--- config.mk ---
export PLATFORM = sky130hd
export DESIGN_NAME = serial_subtractor
export DESIGN_NICKNAME = d
export VERILOG_FILES = /design/src/rtl/serial_subtractor.sv
export SDC_FILE = /design/constraint.sdc
export NUM_CORES = 1
export LEC_CHECK = 0
export CELL_PAD_IN_SITES_DETAIL_PLACEMENT = 0
export CELL_PAD_IN_SITES_GLOBAL_PLACEMENT = 1
export CORE_MARGIN = 5
export CORE_UTILIZATION = 37
export DETAILED_ROUTE_END_ITERATION = 10
export PLACE_DENSITY_LB_ADDON = 0.3
export REMOVE_ABC_BUFFERS = 1
export SLEW_MARGIN = 20
export SYNTH_ARGS = -nofsm -noshare
export SYNTH_HDL_FRONTEND = slang
export SYNTH_SLANG_ARGS = --single-unit
export TNS_END_PERCENT = 1
--- constraint.sdc ---
create_clock -name clk -period 4.25 [get_ports clk]
set_input_delay 0.85 -clock clk [delete_from_list [all_inputs] [get_ports clk]]
set_output_delay 0.85 -clock clk [all_outputs]
set_load 0.005 [all_outputs]
--- src/rtl/serial_subtractor.sv ---
`default_nettype none
// ============================================================================
// Module   : serial_subtractor
// Brief    : Bit-serial two's-complement subtractor (a - b - bin), LSB first,
//            one full-subtractor cell plus a borrow flop, start/busy/done.
// Revision : 1.0 - initial release
// ============================================================================
module serial_subtractor #(
    parameter int WIDTH = 8
) (
    input  logic             clk,
    input  logic             rst,
    input  logic             start,
    input  logic [WIDTH-1:0] a,
    input  logic [WIDTH-1:0] b,
    input  logic             bin,
    output logic             busy,
    output logic             done,
    output logic [WIDTH-1:0] diff,
    output logic             bout,
    output logic             ovf,
    output logic             zero
);

    localparam int                 c_CNT_W = $clog2(WIDTH) + 1;
    localparam logic [c_CNT_W-1:0] c_LAST  = c_CNT_W'(WIDTH - 1);

    localparam logic [1:0] c_IDLE = 2'd0;
    localparam logic [1:0] c_RUN  = 2'd1;
    localparam logic [1:0] c_DONE = 2'd2;

    logic [1:0]         r_state;
    logic [1:0]         w_state_nxt;
    logic               w_accept;
    logic               w_last;

    logic [WIDTH-1:0]   r_a;
    logic [WIDTH-1:0]   r_b;
    logic [WIDTH-1:0]   r_res;
    logic [c_CNT_W-1:0] r_cnt;
    logic               r_borrow;
    logic               r_a_msb;
    logic               r_b_msb;

    logic [WIDTH-1:0]   r_diff;
    logic               r_bout;
    logic               r_ovf;
    logic               r_zero;

    logic               w_x;
    logic               w_y;
    logic               w_d;
    logic               w_borrow_nxt;
    logic [WIDTH-1:0]   w_res_nxt;

    always_ff @(posedge clk) begin
        if (rst) begin
            r_state <= c_IDLE;
        end else begin
            r_state <= w_state_nxt;
        end
    end

    // The DONE exit edge doubles as an accept slot so a held start yields
    // one operation every WIDTH+1 cycles.
    always_comb begin
        w_state_nxt = r_state;
        w_accept    = 1'b0;
        w_last      = 1'b0;
        case (r_state)
            c_IDLE: begin
                if (start) begin
                    w_accept    = 1'b1;
                    w_state_nxt = c_RUN;
                end
            end
            c_RUN: begin
                if (r_cnt == c_LAST) begin
                    w_last      = 1'b1;
                    w_state_nxt = c_DONE;
                end
            end
            c_DONE: begin
                if (start) begin
                    w_accept    = 1'b1;
                    w_state_nxt = c_RUN;
                end else begin
                    w_state_nxt = c_IDLE;
                end
            end
            default: begin
                w_state_nxt = c_IDLE;
            end
        endcase
    end

    always_comb begin
        w_x          = r_a[0];
        w_y          = r_b[0];
        w_d          = w_x ^ w_y ^ r_borrow;
        w_borrow_nxt = (~w_x & w_y) | (~(w_x ^ w_y) & r_borrow);
        w_res_nxt    = {w_d, r_res[WIDTH-1:1]};
    end

    always_ff @(posedge clk) begin
        if (rst) begin
            r_a      <= '0;
            r_b      <= '0;
            r_res    <= '0;
            r_cnt    <= '0;
            r_borrow <= 1'b0;
            r_a_msb  <= 1'b0;
            r_b_msb  <= 1'b0;
            r_diff   <= '0;
            r_bout   <= 1'b0;
            r_ovf    <= 1'b0;
            r_zero   <= 1'b0;
        end else if (w_accept) begin
            r_a      <= a;
            r_b      <= b;
            r_borrow <= bin;
            r_res    <= '0;
            r_cnt    <= '0;
            r_a_msb  <= a[WIDTH-1];
            r_b_msb  <= b[WIDTH-1];
        end else if (r_state == c_RUN) begin
            r_a      <= r_a >> 1;
            r_b      <= r_b >> 1;
            r_borrow <= w_borrow_nxt;
            r_res    <= w_res_nxt;
            r_cnt    <= r_cnt + c_CNT_W'(1);
            // Visible results change only on the final bit edge.
            if (w_last) begin
                r_diff <= w_res_nxt;
                r_bout <= w_borrow_nxt;
                r_ovf  <= (r_a_msb != r_b_msb) && (w_d != r_a_msb);
                r_zero <= (w_res_nxt == '0);
            end
        end
    end

    assign busy = (r_state == c_RUN);
    assign done = (r_state == c_DONE);
    assign diff = r_diff;
    assign bout = r_bout;
    assign ovf  = r_ovf;
    assign zero = r_zero;

endmodule
`default_nettype wire

==> results of run 1 <==
-- critical path, cell delays in order, from the launching register on --
cell and delay (ns):
dfxtp_1 0.31, nand2b_2 0.53, inv_2 0.17, clkdlybuf4s50_1 0.51
-- cell usage after synthesis (2+ instances only) --
library cell   n
a211oi_1       2
a21oi_1       31
a22oi_1        4
a31oi_1        3
and3b_1        2
buf_2          5
buf_4          7
clkbuf_1       4
dfxtp_1       43
inv_1          3
nand2_1       25
nand3_1       16
nand3b_1       2
nor2_1         5
nor2b_1        2
nor3_1        15
nor4_1         2
o21ai_0       12
o22ai_1        7
-- layout make-up --
type,instances,area [sq um]
Fill cell,463,2310
Inverter,4,15.0
Tap cell,52,65.1
Clock buffer,6,82.6
Timing Repair Buffer,34,335
Sequential cell,43,861
Clock inverter,1,5.00
Multi-Input combinational cell,138,743
-- worst max-delay path by stage --
stage                                 start                    end  slack, ns  cells past startpoint
CTS                 r_state[1]$_SDFFE_PP0P_                   busy       1.52                      3
finish              r_state[1]$_SDFFE_PP0P_                   busy       1.57                      3
detailed placement                    start  r_cnt[3]$_SDFFE_PP0P_       1.62                      4
floorplan           r_state[1]$_SDFFE_PP0P_                   busy       2.26                      2
global placement                      start   r_b_msb$_SDFFE_PP0P_       1.62                      4
global route        r_state[0]$_SDFFE_PP0P_                   busy       1.41                      3
-- logic make-up after synthesis --
family	Yosys count
AND/OR/NAND/NOR	73
AO/OA/AOI/OAI	61
flip-flops	43
buffers and inverters	20
XOR/XNOR	2
adder cells (fa/ha/maj)	2
-- power groups by stage --
stage	clock network (uW)	logic [uW]	registers, uW
floorplan	0	57.5	438
global placement	0	99.1	440
detailed placement	0	98.9	440
CTS	267	99.2	431
global route	284	110	433
finish	255	97.5	431
-- through the flow --
stage / power [uW] / setup WS, ns / utilization, % / std cells / hold WS, ns
2_1_floorplan: 495 / 2.26 / - / 185 / 0.439
3_3_place_gp: 539 / 1.62 / 45.7 / 271 / 0.458
3_5_place_dp: 539 / 1.62 / 45.7 / 271 / 0.461
4_1_cts: 797 / 1.52 / 47.7 / 278 / 0.473
5_1_grt: 827 / 1.41 / 47.7 / 278 / 0.493
6_report: 784 / 1.57 / 47.7 / 278 / 0.473
-- state kept, by name (all words and copies together) (netlist names) --
| name | count |
|---|---|
| r_a | 8 |
| r_b_msb | 1 |
| bout | 1 |
| r_res | 7 |
| ovf | 1 |
| r_a_msb | 1 |
| r_borrow | 1 |
| r_cnt | 4 |
| diff | 8 |
| r_b | 8 |
| r_state | 2 |
| zero | 1 |
-- per-layer routing --
layer | up-vias | share of wire, % | routed length, microns
li1 | 762 | - | -
met1 | 642 | 48 | 1730
met2 | 33 | 45 | 1620
met3 | 6 | 6.3 | 227
met4 | 0 | 1.6 | 58
met5 | - | 0 | 0
==> key figures, run 1 <==
Routing
  • DRT antenna net count: 0
  • WL/cell: around 13 microns
  • Initial DRC Count: 86
  • Final Routed Wirelength: between 3000 and 4000 microns
  • Drt drc: 0
  • Drt pass-1 iters: 4
  • Vias per cell: 5.19
  • Via Count: around 1400

CTS
  • CTS Hold Buffers Added: 0
  • Worst skew pair latency: 0.29 ns
  • CTS tree: done
  • CTS Buf Count: 5
  • PostCTS Resize Cnt: 0
  • CTS Sinks: between 40 and 50
  • Clock transition at path regs: approximately 0.080 ns
  • # Post-CTS Setup Buffers: 0
  • CTS root buf: clkbuf_8
  • Bufs on Longest Clock Path: 2
  • H-tree levels: 2

Synth
  • Yosys top cell area share: between 50% and 60%
  • Synth async-reset ratio: 0%
  • #FFs+latches synth: 43
  • Synth Area in Adders: ~1.9%
  • Top area cells in the synthesized netlist: dfxtp_1, a21oi_1, nand2_1
  • Syn avg cell area: 8.52 sq um
  • Xor-xnor portion of the synthesized cell area: between 1 and 1.5%
  • Distinct cells, synth: 30
  • Synth Area in Simple Gates: around a fifth
  • Synthesized area: 1710 sq um
  • Cells after Synth: 201
  • Synth warn: 0
  • Main combinational cell family by area after synthesis: simple AND/OR/NAND/NOR gates
  • Register area share after synthesis: between 50% and 60%
  • Cell taking the most area after synthesis: dfxtp_1
  • Post-synth EDFFs: 0
  • Synth Flop Type: dfxtp_1
  • Post-synthesis mux area share: 0%
  • Compound-gate portion of the synthesized area: around a fifth

Power and ir drop
  • Logic pwr share: about an eighth
  • Static leakage: 0.000710 uW
  • VDD IR max: ~0.17 mV
  • Power Density: 372 nW/um^2
  • Int Pwr: ~590 uW
  • Switching power share of the total: around 25%
  • Net Switching: approximately 190 uW
  • Seq pwr share: 55.0%
  • Clk pwr share: approximately a third

Layout
  • Total Nets Final: 248
  • N_diodes: 0
  • Most common cell after layout, fill and taps aside: dfxtp_1
  • Finished Cell Area: 2110 sq um
  • Fraction of final layout cells sized beyond drive strength 1: around 5%
  • Commonest cells after routing, fill and taps aside: dfxtp_1, clkdlybuf4s50_1, a21oi_1
  • Layout area overhead: 23.1%

Placement
  • Port Buf Inserts: 32
  • HPWL after DPL: approximately 2300 microns
  • Final RePlAce weighted congestion: between 0.7 and 0.8
  • Area after DPL: 2020 sq um

Worst hold path
  • Worst hold stages: 2
  • WHS Endpoint: r_borrow$_SDFFE_PP0P_
  • Min-delay worst type: register to register
  • Hold Path Origin: r_borrow$_SDFFE_PP0P_

GRT
  • Met2 Track Usage GR: between 10% and 20%
  • Routing usage on met3: approximately 3.7%
  • Vias in the first global route: ~1400
  • Largest net degree at the start of global routing: between 40 and 50
  • GR Overflow Total: 0
  • Gr usage total: around 13%
  • Most Crowded Layer GR: met2
  • Initial antenna violation count: 0
  • GR Util met1: 16.4%
  • First-pass GRT wire length: 6290 microns

STA
  • Final Hold Viols: 0
  • Setup TNS: 0 ns
  • Slew Limit Fails: 0
  • Final count of negative-setup-slack endpoints: 0
  • Final period util: 63.1%
  • F_max: about 0.37 GHz
  • Minimum clock period: around 2.7 ns
  • RSZ-0062 raised after global routing: false
  • Clk_skew: between 0.006 and 0.007 ns
  • Measured slew at the worst slew-check pin: 1.01 ns
  • Max-slew headroom: 32.3%

Floorplanning
  • Core area: between 4000 and 5000 sq um
  • Top-Level Pins: 33
  • Initial core utilization: slightly below 40%
  • Row count: 24
  • Die H: roughly 78 microns
  • Die W: just under 80 microns
  • Die Area: about 6000 sq um

Worst setup path
  • WS Path Type: register to primary output
  • Critical Path Sink Type: primary output
  • Crit path launch type: register
  • Critical Path AT: 1.83 ns
  • Reg2Reg Depth: 3
  • Critical R2R Capture: r_res[3]$_SDFFE_PP0P_
  • R2r startpoint: r_state[0]$_SDFFE_PP0P_
  • Peak fanout along the critical path: 41
  • Flop2flop setup slack: between 2 and 2.5 ns
  • Worst EP required: between 3 and 4 ns

Run
  • Number of max-cap violations: 0

Run status
  • Outcome: finished, final reports clean
Power figures use the tool's default switching activity.
==> run 2, diff against run 1 <==
==> constraint.sdc (replaced) <==
create_clock -name clk -period 2.56 [get_ports clk]
set_input_delay 0.512 -clock clk [delete_from_list [all_inputs] [get_ports clk]]
set_output_delay 0.512 -clock clk [all_outputs]
set_load 0.005 [all_outputs]
==> key figures, run 2 (synthesized netlist as in run 1, its figures left out) <==
Run status
  • Outcome: finished, final reports clean

Layout
  • Layout area overhead: 24.0%
  • Total Nets Final: 251 (+1.2%)
  • Finished Core Util: 48.1% (+0.37 points)
  • Most common cell after layout, fill and taps aside: dfxtp_1
  • N_diodes: 0 (unchanged)
  • Commonest cells after routing, fill and taps aside: dfxtp_1, clkdlybuf4s50_1, a21oi_1
  • Fraction of final layout cells sized beyond drive strength 1: 5.65% (+0.78 points)

STA
  • Minimum clock period: 1.89 ns
  • Final period util: around 74%
  • F_max: between 0.5 and 0.6 GHz
  • Measured slew at the worst slew-check pin: 0.432 ns (-0.582 ns)
  • Final Hold Viols: 0 (unchanged)
  • Worst setup margin: 0.668 ns (-0.902 ns)
  • Setup TNS: 0 ns (unchanged)
  • Clk_skew: 0.00305 ns (-0.00365 ns)
  • Final count of negative-setup-slack endpoints: 0 (unchanged)
  • RSZ-0062 raised after global routing: false
  • Slew Limit Fails: 0 (unchanged)
  • Max-slew headroom: 71.1% (+39 points)

GRT
  • First-pass GRT wire length: 6220 microns (-1.1%)
  • Vias in the first global route: 1364 (-1.5%)
  • GR Overflow Total: 0 (unchanged)
  • Gr usage total: 12.4% (-0.060 points)
  • Largest net degree at the start of global routing: 41 (-2.4%)
  • Initial antenna violation count: 0 (unchanged)

Run
  • Number of max-cap violations: 0 (unchanged)

Placement
  • HPWL after DPL: 2410 microns (+5.7%)
  • Port Buf Inserts: 32 (unchanged)
  • Final RePlAce weighted congestion: 0.727 (+2.6%)
  • Place WS: 0.690 ns (-0.929 ns)

Power and ir drop
  • VDD IR max: 0.327 mV (+88%)
  • Net Switching: 326 uW (+69%)
  • Logic pwr share: 13.1% (+0.7 points)
  • Clk pwr share: 31.5% (-1.1 points)
  • Seq pwr share: 55.4% (+0.4 points)
  • Switching power share of the total: 25.2% (+0.69 points)
  • Power Density: 608 nW/um^2 (+64%)
  • Int Pwr: 965 uW (+63%)
  • Static leakage: 0.000719 uW (+1.3%)

Routing
  • Final Routed Wirelength: 3770 microns (+3.8%)
  • Via Count: 1481 (+2.6%)
  • Initial DRC Count: 65 (-24%)
  • DRT antenna net count: 0 (unchanged)
  • Vias per cell: 5.25 (+1.2%)
  • Drt drc: 0 (unchanged)
  • Drt pass-1 iters: 4 (unchanged)
  • WL/cell: 13.4 microns (+2.3%)

Floorplanning
  • Initial core utilization: 38.8% (unchanged)
  • Row count: 24 (unchanged)
  • Die Area: 6090 sq um (unchanged)
  • Top-Level Pins: 33 (unchanged)
  • Die H: 78.0 microns (unchanged)
  • Core area: 4410 sq um (unchanged)
  • Die W: 78.0 microns (unchanged)

Worst setup path
  • Critical Path Sink Type: primary output
  • Critical R2R Capture: ovf$_SDFFE_PP0P_
  • Crit path launch type: register
  • WS Path Type: register to primary output
  • Flop2flop setup slack: 1.05 ns (-1.40 ns)
  • R2r startpoint: r_a[0]$_SDFFE_PP0P_
  • Slowest stage delay, CP: 0.50 ns (-0.03 ns)
  • Peak fanout along the critical path: 3 (-93%)
  • Worst EP required: 2.05 ns (-1.35 ns)
  • Reg2Reg Depth: 4 (+1)
  • CP max stage cell: clkdlybuf4s50_1
  • Crit. Startpoint: r_state[1]$_SDFFE_PP0P_
  • Sequence of cells on the critical path: nand2b_2, inv_2, clkdlybuf4s50_1
  • Critical Path AT: 1.38 ns (-0.45 ns)
  • Crit path to: busy

CTS
  • H-tree levels: 2 (unchanged)
  • CTS Sinks: 43 (unchanged)
  • # Post-CTS Setup Buffers: 0 (unchanged)
  • Worst skew pair latency: 0.29 ns (about the same)
  • Bufs on Longest Clock Path: 2 (unchanged)
  • CTS Buf Count: 5 (unchanged)
  • Clock transition at path regs: 0.08 ns (about the same)
  • CTS root buf: clkbuf_8
  • PostCTS Resize Cnt: 0 (unchanged)
  • CTS tree: done
  • CTS Hold Buffers Added: 0 (unchanged)

Worst hold path
  • Min-delay worst type: register to register
run 2: cell count changes in the layout (fill, tap and decap cells not counted):
cell	change
clkbuf_1	+2
buf_4	+3
clkbuf_8	-1
run 2: critical path: cells and delay by family, from the launching register on:
kind                   cells  cell delay, ns
and+or+nand+nor            1            0.19
buffers and inverters      2            0.58
DFF                        1            0.32
run 2: final cells by class:
cell class	count	area, sq um
clock buffers	7	76.3
clock inverters	1	5.00
repair buffers	37	358
flip-flops and latches	43	861
well taps	52	65.1
fillers	457	2290
multi-input cells	138	743
inverters	4	15.0
run 2: worst min-delay path by stage:
stage                                 to                 start  slack (ns)  cells past startpoint
detailed placement  r_b_msb$_SDFFE_PP0P_  r_b_msb$_SDFFE_PP0P_        0.46                      2
CTS                  r_a[1]$_SDFFE_PP0P_   r_a[1]$_SDFFE_PP0P_        0.47                      2
finish               r_a[1]$_SDFFE_PP0P_   r_a[1]$_SDFFE_PP0P_        0.47                      2
floorplan           r_b_msb$_SDFFE_PP0P_  r_b_msb$_SDFFE_PP0P_        0.44                      2
global route        r_b_msb$_SDFFE_PP0P_  r_b_msb$_SDFFE_PP0P_        0.48                      2
global placement     r_a[7]$_SDFFE_PP0P_   r_a[7]$_SDFFE_PP0P_        0.46                      2
run 2: through the flow:
step | hold WS [ns] | area [sq um] | power, uW | std cells
final | 0.470 | 2120 | 1290 | 282
after global routing | 0.484 | 2120 | 1360 | 282
after CTS | 0.471 | 2120 | 1310 | 282
after detailed placement | 0.460 | 2040 | 901 | 274
after global placement | 0.456 | 2040 | 900 | 274
after floorplan | 0.439 | 1620 | 822 | 185
run 2: power groups by stage:
| stage | Sequential [uW] | Clock [uW] | Combinational, uW |
|---|---|---|---|
| detailed placement | 730 | 0 | 171 |
| CTS | 715 | 425 | 171 |
| global placement | 730 | 0 | 170 |
| floorplan | 726 | 0 | 95.4 |
| finish | 715 | 407 | 170 |
| global route | 718 | 452 | 188 |
run 2: per-layer routing:
| metal | up-vias | global-route usage [%] | wire [microns] |
|---|---|---|---|
| li1 | 769 | - | - |
| met1 | 678 | 15.4 | 1750 |
| met2 | 29 | 19.7 | 1760 |
| met3 | 5 | 4.81 | 226 |
| met4 | 0 | 4.56 | 37 |
| met5 | - | 0 | 0 |
